## src/rtl/pad_scan_encoder.sv

```systemverilog
// pad_scan_encoder
//   Scans a 4x4 pad matrix one column at a time, samples the synchronized row
//   returns into a per-frame map, and debounces single-key frames into a
//   4-bit code (row*4 + col) for the downstream pad decoder.
//
// Ports
//   clk        : system clock, rising edge
//   rst        : asynchronous active-high reset
//   col_out    : column drive, active-low, one-hot-low
//   row_in     : row returns, active-low, asynchronous to clk
//   key_code   : last accepted pad code, cleared only by reset
//   key_valid  : one-cycle pulse per accepted press (and per auto-repeat)
//   key_held   : high while the accepted key is debounced-pressed
//
// Build option
//   PAD_SCAN_REPEAT_EN : when defined, adds auto-repeat pulses on key_valid
//                        controlled by REPEAT_DELAY / REPEAT_RATE (in frames).
//
// State table
//   S_IDLE    | no key; waiting for a single-key frame
//   S_CONFIRM | candidate key seen; counting identical frames
//   S_PRESSED | key accepted; key_held high
//   S_RELEASE | held key missing; counting frames before dropping key_held
module pad_scan_encoder #(
  parameter int CLK_DIV  = 4,
  parameter int DEBOUNCE = 3
`ifdef PAD_SCAN_REPEAT_EN
  ,
  parameter int REPEAT_DELAY = 32,
  parameter int REPEAT_RATE  = 8
`endif
) (
  input  logic       clk,
  input  logic       rst,
  output logic [3:0] col_out,
  input  logic [3:0] row_in,
  output logic [3:0] key_code,
  output logic       key_valid,
  output logic       key_held
);

  localparam int DIV_W = (CLK_DIV > 1) ? $clog2(CLK_DIV) : 1;

  typedef enum logic [1:0] {
    S_IDLE,
    S_CONFIRM,
    S_PRESSED,
    S_RELEASE
  } state_t;

  logic [3:0]       row_meta_q, row_sync_q;
  logic [DIV_W-1:0] div_q, div_d;
  logic [1:0]       col_q, col_d;
  logic [15:0]      map_q, map_d;
  state_t           state_q, state_d;
  logic [3:0]       cnt_q, cnt_d;
  logic [3:0]       cand_q, cand_d;
  logic [3:0]       code_q, code_d;
  logic             valid_q, valid_d;

  logic             slot_last;
  logic             frame_end;
  logic [4:0]       ones;
  logic [3:0]       hit_code;
  logic             single;
  logic             held_seen;
  logic [4:0]       cnt_inc;
  logic             cnt_done;

`ifdef PAD_SCAN_REPEAT_EN
  logic [15:0]      rep_cnt_q, rep_cnt_d;
  logic             rep_phase_q, rep_phase_d;
  logic [15:0]      rep_next;
  logic [15:0]      rep_target;
`endif

  // Row returns are asynchronous; two flops before any use. Idle rows read high.
  always_ff @(posedge clk or posedge rst) begin
    if (rst) begin
      row_meta_q <= 4'hF;
      row_sync_q <= 4'hF;
    end else begin
      row_meta_q <= row_in;
      row_sync_q <= row_meta_q;
    end
  end

  // Column slot timing
  always_comb begin
    slot_last = (div_q == DIV_W'(CLK_DIV - 1));
    frame_end = slot_last && (col_q == 2'd3);
    div_d     = slot_last ? '0 : div_q + 1'b1;
    col_d     = slot_last ? col_q + 2'd1 : col_q;
  end

  // Every bit of the map is rewritten once per frame, so no clear is needed.
  // map_d already contains the column-3 samples when the frame is evaluated.
  always_comb begin
    map_d = map_q;
    if (slot_last) begin
      for (int r = 0; r < 4; r++) begin
        map_d[r*4 + int'(col_q)] = ~row_sync_q[r];
      end
    end
  end

  always_comb begin
    ones     = '0;
    hit_code = '0;
    for (int i = 0; i < 16; i++) begin
      if (map_d[i]) begin
        ones     = ones + 5'd1;
        hit_code = 4'(i);
      end
    end
    // Two or more keys are indistinguishable from ghosts; treat as empty.
    single    = (ones == 5'd1);
    held_seen = single && (hit_code == code_q);
    cnt_inc   = {1'b0, cnt_q} + 5'd1;
    cnt_done  = (cnt_inc >= 5'(DEBOUNCE));
  end

  always_comb begin
    state_d = state_q;
    cnt_d   = cnt_q;
    cand_d  = cand_q;
    code_d  = code_q;
    valid_d = 1'b0;
`ifdef PAD_SCAN_REPEAT_EN
    rep_cnt_d   = rep_cnt_q;
    rep_phase_d = rep_phase_q;
    rep_next    = rep_cnt_q + 16'd1;
    rep_target  = rep_phase_q ? 16'(REPEAT_RATE) : 16'(REPEAT_DELAY);
`endif
    if (frame_end) begin
      unique case (state_q)
        S_IDLE: begin
          if (single) begin
            cand_d = hit_code;
            cnt_d  = 4'd1;
            if (DEBOUNCE <= 1) begin
              state_d = S_PRESSED;
              code_d  = hit_code;
              valid_d = 1'b1;
`ifdef PAD_SCAN_REPEAT_EN
              rep_cnt_d   = '0;
              rep_phase_d = 1'b0;
`endif
            end else begin
              state_d = S_CONFIRM;
            end
          end
        end
        S_CONFIRM: begin
          if (single && (hit_code == cand_q)) begin
            if (cnt_done) begin
              state_d = S_PRESSED;
              code_d  = cand_q;
              valid_d = 1'b1;
`ifdef PAD_SCAN_REPEAT_EN
              rep_cnt_d   = '0;
              rep_phase_d = 1'b0;
`endif
            end else begin
              cnt_d = cnt_inc[3:0];
            end
          end else if (single) begin
            cand_d = hit_code;
            cnt_d  = 4'd1;
          end else begin
            state_d = S_IDLE;
            cnt_d   = '0;
          end
        end
        S_PRESSED: begin
          // A different key also lands here: it must release before it can confirm.
          if (!held_seen) begin
            if (DEBOUNCE <= 1) begin
              state_d = S_IDLE;
              cnt_d   = '0;
`ifdef PAD_SCAN_REPEAT_EN
              rep_phase_d = 1'b0;
`endif
            end else begin
              state_d = S_RELEASE;
              cnt_d   = 4'd1;
            end
`ifdef PAD_SCAN_REPEAT_EN
            rep_cnt_d = '0;
`endif
          end else begin
`ifdef PAD_SCAN_REPEAT_EN
            if (rep_next == rep_target) begin
              valid_d     = 1'b1;
              rep_cnt_d   = '0;
              rep_phase_d = 1'b1;
            end else begin
              rep_cnt_d = rep_next;
            end
`else
            // Without auto-repeat a held key produces no further pulses.
            valid_d = 1'b0;
`endif
          end
        end
        S_RELEASE: begin
          if (held_seen) begin
            // The repeat phase survives a bounce, so the initial delay is not rerun.
            state_d = S_PRESSED;
            cnt_d   = '0;
          end else if (cnt_done) begin
            state_d = S_IDLE;
            cnt_d   = '0;
`ifdef PAD_SCAN_REPEAT_EN
            rep_phase_d = 1'b0;
`endif
          end else begin
            cnt_d = cnt_inc[3:0];
          end
        end
        default: begin
          state_d = S_IDLE;
          cnt_d   = '0;
        end
      endcase
    end
  end

  always_ff @(posedge clk or posedge rst) begin
    if (rst) begin
      div_q   <= '0;
      col_q   <= '0;
      map_q   <= '0;
      state_q <= S_IDLE;
      cnt_q   <= '0;
      cand_q  <= '0;
      code_q  <= '0;
      valid_q <= 1'b0;
    end else begin
      div_q   <= div_d;
      col_q   <= col_d;
      map_q   <= map_d;
      state_q <= state_d;
      cnt_q   <= cnt_d;
      cand_q  <= cand_d;
      code_q  <= code_d;
      valid_q <= valid_d;
    end
  end

`ifdef PAD_SCAN_REPEAT_EN
  always_ff @(posedge clk or posedge rst) begin
    if (rst) begin
      rep_cnt_q   <= '0;
      rep_phase_q <= 1'b0;
    end else begin
      rep_cnt_q   <= rep_cnt_d;
      rep_phase_q <= rep_phase_d;
    end
  end
`endif

  assign col_out   = ~(4'b0001 << col_q);
  assign key_code  = code_q;
  assign key_valid = valid_q;
  assign key_held  = (state_q == S_PRESSED) || (state_q == S_RELEASE);

endmodule

```

## config.mk

```make
export PLATFORM = sky130hd
export DESIGN_NAME = pad_scan_encoder
export DESIGN_NICKNAME = d
export VERILOG_FILES = /design/src/rtl/pad_scan_encoder.sv
export SDC_FILE = /design/constraint.sdc
export NUM_CORES = 1
export LEC_CHECK = 0
export ABC_AREA = 1
export BUFFER_PORTS_ARGS = -buffer_cell sky130_fd_sc_hd__buf_2
export CORE_ASPECT_RATIO = 1.4
export CORE_MARGIN = 8
export CORE_UTILIZATION = 57
export CTS_CLUSTER_DIAMETER = 30
export DETAILED_ROUTE_END_ITERATION = 10
export GPL_TIMING_DRIVEN = 0
export PLACE_DENSITY = 0.85
export SYNTH_ARGS = -nofsm -noshare
export SYNTH_HDL_FRONTEND = slang
export SYNTH_SLANG_ARGS = --single-unit
```

## constraint.sdc

```tcl
create_clock -name clk -period 10.02 [get_ports clk]
set_input_delay 0 -clock clk [delete_from_list [all_inputs] [get_ports clk]]
set_output_delay 0 -clock clk [all_outputs]
set_load 0.05 [all_outputs]
```

==> results of run 1 <==
-- cell type report --
class                   count  area, µm²  share of cell area, %
multi-input cells         415       2560                   54.6
flip-flops and latches     43       1090                   23.1
inverters                 117        445                   9.49
repair buffers             52        365                   7.78
well taps                  74       92.6                   1.97
clock buffers               6       82.6                   1.76
clock inverters             2       38.8                  0.826
plain buffers               2       18.8                  0.400
diodes                      1       2.50                 0.0533
-- state kept, by name, indices dropped and copies added, names as in the netlist --
| register | cells |
|---|---|
| map_q | 16 |
| cand_q | 4 |
| cnt_q | 4 |
| key_code | 4 |
| row_meta_q | 4 |
| row_sync_q | 4 |
| col_q | 2 |
| div_q | 2 |
| state_q | 2 |
| key_valid | 1 |
-- per-layer routing --
layer	vias up	wire, µm	track usage, %
met5	-	0	0
met4	0	856	15.5
met3	74	676	3.14
met2	239	6520	42.0
met1	1901	4090	19.6
li1	1905	-	-
-- critical path, delay by kind of cell, from the launching register on --
family,cells,cell delay [ns]
AO/OA/AOI/OAI,1,0.07
adder cells (fa/ha/maj),15,3.58
buffers and inverters,12,0.77
flip-flops,1,0.42
AND/OR/NAND/NOR,38,5.00
-- per-stage QoR --
stage          power (mW)  area, µm²
5_1_grt             0.745       4690
2_1_floorplan       0.419       3780
6_report            0.703       4690
3_3_place_gp        0.453       3950
4_1_cts             0.636       4450
3_5_place_dp        0.465       3950
-- report_power, final --
group / internal, mW / leakage, nW / switching (mW) / total (mW)
sequential: 0.189 / 0.526 / 0.0147 / 0.204
clock: 0.0821 / 0.0618 / 0.0665 / 0.149
combinational: 0.129 / 2.11 / 0.222 / 0.351
-- cells in the final DEF, fill, tap and decap left out, drive strengths merged --
cell type / synthesis / routed
nor2: 44 / 44
ha: 21 / 21
nand4: 9 / 9
a21oi: 7 / 7
clkinv: 1 / 1
nor3: 3 / 3
o21ai: 24 / 24
o211ai: 1 / 1
dfstp: 8 / 8
inv: 116 / 117
dlygate4sd3: 0 / 5
bufinv: 0 / 1
a21bo: 1 / 1
buf: 1 / 48
nor4: 1 / 1
nand3: 74 / 74
diode: 0 / 1
clkbuf: 1 / 7
xnor2: 2 / 2
nand3b: 2 / 2
a2111oi: 1 / 1
dfrtp: 35 / 35
or2: 12 / 12
xor2: 8 / 8
nand2: 203 / 203
and2: 1 / 1
or4: 1 / 1
-- what timing repair did --
item	CTS	global route
gates resized for setup	39	38
setup buffers	23	9
setup endpoints to repair	15	15
endpoints found under the hold margin	39	0
gates cloned	0	0
pin swaps	24	22
hold buffers	5	0
-- kinds of logic (layout without fill, tap and decap cells) --
group,count (synthesis),in the layout,share of synthesized area [%]
and+or+nand+nor,350,350,44.8
xor gates and xnor gates,10,10,2.32
buffers and inverters,119,179,12.1
AOI/OAI and AO/OA,34,34,5.00
DFF,43,43,28.8
other,0,1,0
adders and majority gates,21,21,6.96
-- how the worst max path moves through the flow --
stage | startpoint | endpoint | slack (ns)
after floorplan | div_q[0]$_DFF_PP0_ | key_code[2]$_DFFE_PP0P_ | 0.16
after CTS | col_q[0]$_DFFE_PP0N_ | state_q[1]$_DFFE_PP0P_ | 0.003
after global routing | col_q[1]$_DFFE_PP0N_ | key_code[3]$_DFFE_PP0P_ | -0.26
after global placement | col_q[0]$_DFFE_PP0N_ | state_q[0]$_DFFE_PP0P_ | -0.44
final | col_q[1]$_DFFE_PP0N_ | key_code[3]$_DFFE_PP0P_ | 0.05
after detailed placement | col_q[0]$_DFFE_PP0N_ | state_q[1]$_DFFE_PP0P_ | -0.71
==> metrics.cfg, run 1 <==
[finish]
final_nets = 663
layout.filler_cells = 422
share_of_post_route_cells_with_drive_strength_above_1_pct = 29.2
layout-area-overhead-vs-synth_pct = 24.3
finalCoreUtilization_pct = 72.4
instances_no_fill = 712

[sta]
slew_headroom_pct = 40.3
maxSlewViolCount = 0
hold_slack_ns = 0.335
setup_ws_ns = 0.0545
final_period_minus_worst_setup_slack_ns = 9.97
finalSetupViolations = 0
setup_tns_ns = 0
finClkSkew_ns = 0.0109
maxClockFrequency_ghz = 0.100
finalCritPeriodShare_pct = 99.5
number_of_hold_slack_violations_in_the_final_timing_report = 0
actual_slew_at_the_worst_max_slew_pin_ns = 0.894

[die]
coreArea_um2 = 6480
die_y_um = 112
fp-row-count = 35
die_width_um = 84.8
io-pin-count = 16
initial_utilization_pct = 58.3
die_area_um2 = 9520

[place]
port-buffer-count = 15
post-dp-hpwl_mm = 6.18
placed_cells_incl_taps = 666
place.gp.congestion = 0.853
pre_cts_ws_ns = -0.707

[logic_synthesis]
synth.ff_latch_count = 43
synth_area_leader_cell = dfrtp_1
synth.cell_area_um2 = 3780
seq_area_frac_synth_pct = 28.8
synth_commonest_cells = 170 x nand2_1, 111 x inv_1, 62 x nand3_1
synth-warning-count = 0
synth_cells = 577
synth_flop_cell = dfrtp_1
syn-mean-instance-area_um2 = 6.55
ys_async_sr_fraction_pct = 100
synth_enable_flop_cells = 0
ys_top_cells_by_area = dfrtp_1 23%, nand2_1 17%, inv_1 11%
synth_top_area_share_pct = 23.2
synth_fp_nets = 604
synth_cell_type_count = 36
post-synth-top-count-cell = nand2_1

[hold_path]
hold_end = row_meta_q[3]$_DFF_PP1_
hold_class = in -> reg
min-delay-start = row_in[3]
hold_depth = 2

[routing]
routed_wirelength_mm = 12.1
ant_nets = 0
drtIter0Drc = 440
via_per_inst = 5.79
routedWlPerCell_um = 17.1
route.detailed.drc = 0
num_vias = 4119
drt_pass1_iterations = 8

[global_route]
maximum_number_of_pins_on_one_net_before_global_route_repair = 44
number_of_antenna_violations_at_the_first_check_in_global_routing = 1
gr_ovfl_total = 0
grt_pass1_wl_mm = 16.8
grt_usage_pct = 21.6
grt_pass1_vias = 3821

[outcome]
run_status = finished clean

[clock_network]
clock_insertion_delay_worst_skew_ns = 0.31
cts.clk_slew.worst_paths_ns = 0.09
clock_tree.buffer_depth = 2
tritoncts.num_buffers = 5
clock-sinks = 43
tritoncts = built
clock_root_buffer_master = clkbuf_8
htree_num_levels = 2

[setup_path]
worstReg2RegEnd = key_code[3]$_DFFE_PP0P_
reg2reg_depth = 66
cp_max_fo = 8
cpMostUsedCell = nand2_2
cpMaxStageDelayCell = dfrtp_1
worstPathRequired_ns = 10.21
reg2reg_setup_slack_ns = 0.05
r2r-start = col_q[1]$_DFFE_PP0N_
timing_worst_setup_path_type = reg -> reg
critPathLaunchType = flop
critical-path-max-stage-delay_ns = 0.42
timing.critical_path.to_type = flop
cp.arrival_ns = 10.16

[power]
vdd.ir_drop.worst_uv = 115
total_leakage_power_nw = 2.69
pwr_density_nw_per_um2 = 150

[flow_run]
cap_viol_max_count = 0

No activity file was read; power rests on OpenSTA's default activity.
==> run 2, diff against run 1 <==
--- a/config.mk
+++ b/config.mk
@@ -5,11 +5,10 @@
 export SDC_FILE = /design/constraint.sdc
 export NUM_CORES = 1
 export LEC_CHECK = 0
-export ABC_AREA = 1
 export BUFFER_PORTS_ARGS = -buffer_cell sky130_fd_sc_hd__buf_2
 export CORE_ASPECT_RATIO = 1.4
 export CORE_MARGIN = 8
-export CORE_UTILIZATION = 57
+export CORE_UTILIZATION = 60
 export CTS_CLUSTER_DIAMETER = 30
 export DETAILED_ROUTE_END_ITERATION = 10
 export GPL_TIMING_DRIVEN = 0
==> constraint.sdc (replaced) <==
create_clock -name clk -period 10.41 [get_ports clk]
set_input_delay 0 -clock clk [delete_from_list [all_inputs] [get_ports clk]]
set_output_delay 0 -clock clk [all_outputs]
set_load 0.05 [all_outputs]
==> metrics.cfg, run 2 <==
[global_route]
gr_ovfl_total = 0
maximum_number_of_pins_on_one_net_before_global_route_repair = 44
grt_pass1_wl_mm = 15.4
grt_pass1_vias = 3463
grt_usage_pct = 20.1
number_of_antenna_violations_at_the_first_check_in_global_routing = 1

[die]
initial_utilization_pct = 61.6
die_y_um = 110
die_width_um = 83.3
coreArea_um2 = 6170
die_area_um2 = 9170
fp-row-count = 34
io-pin-count = 16

[logic_synthesis]
simple_logic_cell_fraction_of_the_synthesized_area_pct = 20.6
synth.area.mux_share_pct = 3.79
synth_enable_flop_cells = 0
ys_top_cells_by_area = dfrtp_1 23%, ha_1 6.9%, dfstp_2 5.5%
synth_flop_cell = dfrtp_1
combinational_family_with_the_most_area_after_synthesis = simple AND/OR/NAND/NOR gates
syn-mean-instance-area_um2 = 8.94
synth-warning-count = 0
synth_cells = 425
synth_top_area_share_pct = 23.0
seq_area_frac_synth_pct = 28.6
synth_fp_nets = 452
ys_async_sr_fraction_pct = 100
synth-xor-area-share_pct = 14.9
share_of_the_synthesized_area_in_compound_gates_ao_oa_aoi_oai_pct = 20.2
post-synth-top-count-cell = nand2_1
post_synth_fa_ha_maj_area_fraction_pct = 6.91
synth_area_leader_cell = dfrtp_1
synth_commonest_cells = 55 x nand2_1, 35 x dfrtp_1, 31 x inv_1
synth_cell_type_count = 79
synth.cell_area_um2 = 3800
synth.ff_latch_count = 43

[sta]
setup_tns_ns = 0
actual_slew_at_the_worst_max_slew_pin_ns = 0.884
maxClockFrequency_ghz = 0.0998
finalSetupViolations = 0
number_of_hold_slack_violations_in_the_final_timing_report = 0
slew_headroom_pct = 41.0
finalCritPeriodShare_pct = 96.2
final_period_minus_worst_setup_slack_ns = 10.02
hold_slack_ns = 0.347
finClkSkew_ns = 0.00693
maxSlewViolCount = 0

[setup_path]
cpMaxStageDelayCell = dfrtp_1
cpMostUsedCell = ha_1
worstPathRequired_ns = 10.59
critical-path-max-stage-delay_ns = 0.40
timing_worst_setup_path_type = reg -> reg
timing.critical_path.to_type = flop
critPathLaunchType = flop
cp.arrival_ns = 10.20
critPathTopFamily = adder cells
worst-path-buf-inv = 8
cp_max_fo = 10

[finish]
largest_register_ffs = 16
finalInstanceArea_um2 = 4480
share_of_post_route_cells_with_drive_strength_above_1_pct = 25.8
layout_commonest_cell = nand2_1
layout-area-overhead-vs-synth_pct = 17.9
most-common-layout-cells = 46 x nand2_1, 35 x dfrtp_1, 25 x inv_1, 23 x xnor2_1, 18 x o21ai_0
biggest_register = map_q
final_nets = 495

[clock_network]
clock_insertion_delay_worst_skew_ns = 0.30
tritoncts.num_buffers = 5
clock_tree.buffer_depth = 2
cts.clk_slew.worst_paths_ns = 0.07
clock_root_buffer_master = clkbuf_8
htree_num_levels = 2
clock-sinks = 43
tritoncts = built

[power]
total_leakage_power_nw = 2.03
p_switching_mw = 0.402
pwr-share-comb_pct = 66.6
clock_power_share_pct = 12.4
pwr_density_nw_per_um2 = 206
cell_internal_pwr_mw = 0.520
vdd.ir_drop.worst_uv = 175
power.share.switching_pct = 43.6
seqPwrFrac_pct = 21.0

[routing]
ant_nets = 0
num_vias = 3439
via_per_inst = 6.35
drtIter0Drc = 180
routed_wirelength_mm = 9.84
routedWlPerCell_um = 18.2
route.detailed.drc = 0
drt_pass1_iterations = 5

[outcome]
run_status = finished clean

[flow_run]
cap_viol_max_count = 0

[place]
instance_area_after_placement_um2 = 3970
post-dp-hpwl_mm = 6.75
port-buffer-count = 15
place.gp.congestion = 0.916

[hold_path]
hold_class = in -> reg

==> run 2: changes by cell type after synthesis, moves of 8 or more <==
cell / delta
nand2_2: -29
inv_1: -80
o21a_1: +8
xnor2_1: +22
nor2_1: -20
or2_2: -9
nand3_2: -10
a21oi_1: +8
nand2_1: -115
nand3_1: -52
o21ai_0: +10
xor2_1: +8
==> run 2: layout make-up <==
cell class | instances | area [µm²]
Clock buffer | 8 | 100
Buffer | 10 | 61.3
Tap cell | 72 | 90.1
Multi-Input combinational cell | 336 | 2760
Timing Repair Buffer | 37 | 253
Antenna cell | 1 | 2.50
Inverter | 35 | 131
Fill cell | 425 | 1690
Sequential cell | 43 | 1090
==> run 2: worst paths after layout <==
path / depth (start not counted) / endpoint / from / slack (ns)
hold / removal: 2 / row_meta_q[1]$_DFF_PP1_ / row_in[1] / 0.35
max in group asynchronous: 3 / map_q[13]$_DFF_PP0_ / rst / 9.40
min in group asynchronous: 3 / col_q[1]$_DFFE_PP0N_ / rst / 0.46
setup / recovery: 63 / cnt_q[1]$_DFFE_PP0P_ / div_q[0]$_DFF_PP0_ / 0.39
hold reg to reg: 0 / row_sync_q[2]$_DFF_PP1_ / row_meta_q[2]$_DFF_PP1_ / 0.36
setup reg to reg: 63 / cnt_q[1]$_DFFE_PP0P_ / div_q[0]$_DFF_PP0_ / 0.39
==> run 2: through the flow <==
stage,utilization [%],total power [mW],worst slack [ns],std cells
4_1_cts,68.3,0.794,0.000399,527
5_1_grt,72.6,0.989,-0.196,542
3_5_place_dp,64.3,0.668,-0.831,512
6_report,72.6,0.923,0.391,542
3_3_place_gp,64.3,0.645,-0.439,512
2_1_floorplan,-,0.585,0.613,425
==> run 2: repair_timing <==
item | 4_1_cts | 5_1_grt
endpoints found under the setup margin | 15 | 15
gates cloned | 0 | 1
gates resized for setup | 17 | 39
hold endpoints to repair | 39 | 0
setup buffers | 4 | 13
pin swaps | 3 | 14
hold buffers | 5 | 0
==> run 2: cells by family (layout without fill, tap and decap cells) <==
family,Yosys count,in the layout
simple gates,146,146
buf+inv,47,90
compound gates,105,106
fa+ha+maj,21,21
flops,43,43
mux,13,13
other cells,0,1
xor+xnor,50,50
==> run 2: power by group through the flow <==
stage,sequential [mW],clock [mW],combinational [mW]
after floorplan,0.193,0,0.393
after global placement,0.195,0,0.451
after detailed placement,0.196,0,0.472
after CTS,0.193,0.117,0.484
after global routing,0.195,0.124,0.671
final,0.194,0.115,0.614
==> run 2: per-layer routing <==
metal / wire length (µm) / share of wire (%) / vias up / track usage [%]
met2: 5550 / 56 / 96 / 40.7
met5: 0 / 0 / - / 0
met1: 3620 / 37 / 1693 / 19.1
met4: 373 / 3.8 / 0 / 10.1
li1: - / - / 1615 / -
met3: 301 / 3.1 / 35 / 3.31
